### config.mk
export PLATFORM = sky130hd
export DESIGN_NAME = vga_overlay_timing
export DESIGN_NICKNAME = d
export VERILOG_FILES = /design/src/rtl/vga_timing_pkg.sv /design/src/rtl/vga_sync_counter.sv /design/src/rtl/vga_overlay_timing.sv
export SDC_FILE = /design/constraint.sdc
export NUM_CORES = 1
export LEC_CHECK = 0
export BUFFER_PORTS_ARGS = -buffer_cell sky130_fd_sc_hd__clkbuf_2
export CORE_MARGIN = 2
export CORE_UTILIZATION = 51
export DETAILED_ROUTE_END_ITERATION = 8
export PLACE_DENSITY_LB_ADDON = 0.08
export REMOVE_ABC_BUFFERS = 1
export SETUP_SLACK_MARGIN = 0.02
export SLEW_MARGIN = 30
export SYNTH_ARGS = -nofsm -noshare
export SYNTH_HDL_FRONTEND = slang
export SYNTH_SLANG_ARGS = --single-unit
### constraint.sdc
create_clock -name clk -period 2.15 [get_ports clk]
set_input_delay 0.215 -clock clk [delete_from_list [all_inputs] [get_ports clk]]
set_output_delay 0.215 -clock clk [all_outputs]
set_load 0.1 [all_outputs]
### src/rtl/vga_timing_pkg.sv
// rtl/vga_timing_pkg.sv - 640x480@60 timing constants, colour codes and a range helper
package vga_timing_pkg;

    localparam int VGA_H_ACTIVE = 640;
    localparam int VGA_H_FP     = 16;
    localparam int VGA_H_SYNC   = 96;
    localparam int VGA_H_BP     = 48;
    localparam int VGA_H_TOTAL  = VGA_H_ACTIVE + VGA_H_FP + VGA_H_SYNC + VGA_H_BP;

    localparam int VGA_V_ACTIVE = 480;
    localparam int VGA_V_FP     = 10;
    localparam int VGA_V_SYNC   = 2;
    localparam int VGA_V_BP     = 33;
    localparam int VGA_V_TOTAL  = VGA_V_ACTIVE + VGA_V_FP + VGA_V_SYNC + VGA_V_BP;

    localparam int CNT_W = 10;

    localparam logic [5:0] COLOR_GOLD  = 6'b110110;
    localparam logic [5:0] COLOR_BLACK = 6'b000000;

    // Inclusive unsigned window test used for the sync pulse decode.
    function automatic logic in_range(input logic [CNT_W-1:0] val, input int lo, input int hi);
        return (val >= CNT_W'(lo)) && (val <= CNT_W'(hi));
    endfunction

endpackage

### src/rtl/vga_sync_counter.sv
// rtl/vga_sync_counter.sv - h/v raster counters, frame counter, sync and active decode
module vga_sync_counter
    import vga_timing_pkg::*;
#(
    parameter int H_ACTIVE = VGA_H_ACTIVE,
    parameter int H_FP     = VGA_H_FP,
    parameter int H_SYNC   = VGA_H_SYNC,
    parameter int H_BP     = VGA_H_BP,
    parameter int V_ACTIVE = VGA_V_ACTIVE,
    parameter int V_FP     = VGA_V_FP,
    parameter int V_SYNC   = VGA_V_SYNC,
    parameter int V_BP     = VGA_V_BP
) (
    input  logic             clk,
    input  logic             rst,
    input  logic             pix_ce,
    output logic [CNT_W-1:0] h,
    output logic [CNT_W-1:0] v,
    output logic [7:0]       frame_cnt,
    output logic             active,
    output logic             hs_raw,
    output logic             vs_raw,
    output logic             frame_start
);

    localparam int H_TOTAL = H_ACTIVE + H_FP + H_SYNC + H_BP;
    localparam int V_TOTAL = V_ACTIVE + V_FP + V_SYNC + V_BP;
    localparam logic [CNT_W-1:0] H_LAST = CNT_W'(H_TOTAL - 1);
    localparam logic [CNT_W-1:0] V_LAST = CNT_W'(V_TOTAL - 1);

    always_ff @(posedge clk) begin
        if (rst) begin
            h         <= '0;
            v         <= '0;
            frame_cnt <= '0;
        end else if (pix_ce) begin
            if (h == H_LAST) begin
                h <= '0;
                if (v == V_LAST) begin
                    v         <= '0;
                    frame_cnt <= frame_cnt + 8'd1;
                end else begin
                    v <= v + 1'b1;
                end
            end else begin
                h <= h + 1'b1;
            end
        end
    end

    assign active      = (h < CNT_W'(H_ACTIVE)) && (v < CNT_W'(V_ACTIVE));
    assign hs_raw      = in_range(h, H_ACTIVE + H_FP, H_ACTIVE + H_FP + H_SYNC - 1);
    assign vs_raw      = in_range(v, V_ACTIVE + V_FP, V_ACTIVE + V_FP + V_SYNC - 1);
    assign frame_start = pix_ce && (h == '0) && (v == '0);

endmodule

### src/rtl/vga_overlay_timing.sv
// rtl/vga_overlay_timing.sv - raster source for overlays plus one-stage RGB222/sync output register
module vga_overlay_timing
    import vga_timing_pkg::*;
#(
    parameter int H_ACTIVE = VGA_H_ACTIVE,
    parameter int H_FP     = VGA_H_FP,
    parameter int H_SYNC   = VGA_H_SYNC,
    parameter int H_BP     = VGA_H_BP,
    parameter int V_ACTIVE = VGA_V_ACTIVE,
    parameter int V_FP     = VGA_V_FP,
    parameter int V_SYNC   = VGA_V_SYNC,
    parameter int V_BP     = VGA_V_BP,
    parameter bit SYNC_NEG = 1'b1
) (
    input  logic             clk,
    input  logic             rst,
    input  logic             pix_ce,
    output logic [CNT_W-1:0] x,
    output logic [CNT_W-1:0] y,
    output logic             active,
    output logic             frame_start,
    output logic [7:0]       frame_cnt,
    input  logic             ovl_draw,
    input  logic [5:0]       ovl_rgb,
    input  logic [5:0]       bg_rgb,
    output logic             hsync,
    output logic             vsync,
    output logic             de,
    output logic [5:0]       rgb_out
);

    logic hs_raw;
    logic vs_raw;

    vga_sync_counter #(
        .H_ACTIVE (H_ACTIVE),
        .H_FP     (H_FP),
        .H_SYNC   (H_SYNC),
        .H_BP     (H_BP),
        .V_ACTIVE (V_ACTIVE),
        .V_FP     (V_FP),
        .V_SYNC   (V_SYNC),
        .V_BP     (V_BP)
    ) u_sync_counter (
        .clk         (clk),
        .rst         (rst),
        .pix_ce      (pix_ce),
        .h           (x),
        .v           (y),
        .frame_cnt   (frame_cnt),
        .active      (active),
        .hs_raw      (hs_raw),
        .vs_raw      (vs_raw),
        .frame_start (frame_start)
    );

    // Sync, data-enable and colour all come from the same counter values so they stay aligned.
    always_ff @(posedge clk) begin
        if (rst) begin
            hsync   <= SYNC_NEG;
            vsync   <= SYNC_NEG;
            de      <= 1'b0;
            rgb_out <= COLOR_BLACK;
        end else if (pix_ce) begin
            hsync   <= hs_raw ^ SYNC_NEG;
            vsync   <= vs_raw ^ SYNC_NEG;
            de      <= active;
            rgb_out <= !active ? COLOR_BLACK : (ovl_draw ? ovl_rgb : bg_rgb);
        end
    end

endmodule

==> flow_summary.toml <==
[global_routing]
grt_pass1_vias = 1647
track_usage_pct = 23.1
grt_pass1_wl_um = 7570
grt_start_max_net_pins = 25
antenna_found_initial = 0
grt_overflow_total = 0

[final_layout]
final_cell_mix = "clkbuf_2 (52), dfxtp_1 (37), a21oi_1 (22), nand3_1 (14), nor2_1 (14)"
syn_to_final_growth_pct = 26.1
final_util_pct = 66.5
nNetsFinal = 297
antenna_cells = 0
fin_cells = 324
final_common_cell = "clkbuf_2"
drive_above_1_share_pct = 31.2
fill_cells = 328
fin_area_um2 = 2420

[pwr]
power_frac_seq_pct = 45.5
internal_power_mw = 1.13
power.switching_mw = 0.421
p_sw_share_pct = 27.1
vdd_drop_max_mv = 0.664
power_density_nw_per_um2 = 642
p_leak_nw = 0.992
pwr-share-comb_pct = 13.5
clkPwrFrac_pct = 41.0

[worst_setup_path]
rr_worst_depth = 6
startpoint_type = "flop"
crit_type = "reg -> out"
r2r_start = "u_sync_counter.v[0]"
endpoint = "frame_start"
r2r_slack_ns = 0.19
crit_path_start = "u_sync_counter.v[0]"
required_ns = 1.93
cp-end-kind = "output port"
r2r_end = "u_sync_counter.frame_cnt[4]"
cp_max_fo = 4
cp.arrival_ns = 1.81

[yosys]
synth_xor_area_share_pct = 4.57
ys.warnings.count = 0
synth_compound_area_share_pct = 13.0
synthAdderAreaFrac_pct = 3.92
syn-cell-area_um2 = 1920
syn-mean-instance-area_um2 = 8.79
synthCells = 218
synth-async-reset-ratio_pct = 0
synth_edf_count = 0
synthFlopType = "dfxtp_1"
synthSimpleGateAreaFrac_pct = 29.6
synth.area.mux_share_pct = 5.09
synth_top_family_by_area = "simple AND/OR/NAND/NOR gates"
seq_area_frac_synth_pct = 38.6
yosys_register_bits = 37
synth_cell_types = 39

[placed_design]
dpl.hpwl_um = 3170
gp_congestion = 0.814
placed_cell_area_um2 = 2270
numPlacedInstances = 315
numPortBuffers = 54
dp_slack_ns = 0.200

[worst_hold_path]
worst_hold_path_type = "in -> reg"

[timing]
maxSlewViolCount = 0
post-route-period-util_pct = 94.1
tightestPinTransition_ns = 0.558
holdWs_ns = 0.276
worst_slack_ns = 0.127
finalHoldViolations = 0
fmax_mhz = 494
setup_viol = 0
fin_skew_ns = 0.00892
period_minus_slack_ns = 2.02
slew_headroom_pct = 63.0
rsz0062_at_grt = "false"

[clock_network]
clock_latency_ns = 0.30
clk_pin_slew_ns = 0.08
ctsHoldBuffers = 0
htreeDepth = 2
cts_root_buf = "clkbuf_8"
numCtsBuffers = 5
cts_setup_buffers = 0
clock-sinks = 37
clock_path_buffers = 2
cts_tree = "built"

[detailed_routing]
viasPerCell = 5.72
drt_iter0_drc = 124
vias = 1852
firstDrtPassIters = 4
drc = 0
wl_per_cell_um = 14.2
antenna_left = 0
routed_wl_um = 4590

[flow_run]
cap_violations = 0

[floorplan]
die_h_um = 65.3
initial_core_util_pct = 52.8
design.die.area_um2 = 4260
num_rows = 22
dieWidth_um = 65.3
io_pins = 55
core_area_um2 = 3630

[status]
status = "complete, no violations"
## power groups by stage
stage	sequential [mW]	clock, mW	combinational, mW
3_3_place_gp	0.722	0	0.204
2_1_floorplan	0.811	0	0.0594
3_5_place_dp	0.723	0	0.207
4_1_cts	0.707	0.644	0.208
6_report	0.707	0.637	0.209
5_1_grt	0.709	0.679	0.222
## layout make-up
cell class	count	area, um^2	share of cell area, %
inverter	7	26.3	1.09
clock buffer	6	82.6	3.42
clock inverter	2	37.5	1.55
multi-input combinational	160	1110	45.8
timing repair buffer	64	363	15.0
sequential	37	741	30.6
tap	48	60.1	2.48
## flip-flops by register name (all words and copies together) (netlist names)
register / cells
vsync: 1
rgb_out: 6
u_sync_counter.h: 10
u_sync_counter.v: 10
de: 1
hsync: 1
u_sync_counter.frame_cnt: 8
## metrics by stage
step | power, mW | setup TNS [ns]
3_3_place_gp | 0.926 | 0
3_5_place_dp | 0.930 | 0
6_report | 1.55 | 0
4_1_cts | 1.56 | 0
2_1_floorplan | 0.870 | -18.54
5_1_grt | 1.61 | 0
## logic make-up after synthesis
kind of cell / after synthesis
flops: 37
fa+ha+maj: 6
mux: 9
simple gates: 91
buf+inv: 22
xor+xnor: 10
compound gates: 43
## worst max-delay path, stage by stage, from the launching register on
cell and delay [ns]:
dfxtp_1 0.34, inv_1 0.12, ha_1 0.16, nor2b_2 0.21
nand4_1 0.16, nor4_4 0.30, buf_12 0.21
## cells in the mapped netlist (4+ instances only)
library cell / n / area (um^2)
a21oi_1: 22 / 110
and3_1: 6 / 37.5
buf_2: 4 / 20.0
clkbuf_1: 6 / 22.5
dfxtp_1: 37 / 741
ha_1: 6 / 75.1
inv_1: 7 / 26.3
mux2_2: 6 / 67.6
nand2_1: 6 / 22.5
nand2b_1: 9 / 56.3
nand3_1: 14 / 70.1
nand4_1: 7 / 43.8
nor2_1: 14 / 52.6
o21ai_0: 10 / 50.1
o31ai_1: 7 / 52.6
or3_1: 10 / 62.6
or4_1: 8 / 60.1
xnor2_1: 6 / 52.6
xor2_1: 4 / 35.0
## metal layers
layer	GRT usage (%)	share of wire, %
met3	4.28	3.5
met5	0	0
met2	37.9	48
met4	10.9	1.8
met1	29.3	46
## repair_timing
action,in CTS,in global routing
setup endpoints to repair,1,5
pin swaps,0,1
gates resized for setup,1,2
gates cloned,0,1
## how the worst min path moves through the flow
| stage | from | to | slack [ns] | depth (start not counted) |
|---|---|---|---|---|
| after floorplan | rst | rgb_out[0] | 0.28 | 1 |
| after detailed placement | rgb_out[3] | rgb_out[3] | 0.46 | 2 |
| after global routing | pix_ce | vsync | 0.31 | 3 |
| after global placement | rgb_out[3] | rgb_out[3] | 0.46 | 2 |
| final | pix_ce | vsync | 0.28 | 3 |
| after CTS | pix_ce | vsync | 0.28 | 3 |
Power figures use the tool's default switching activity.
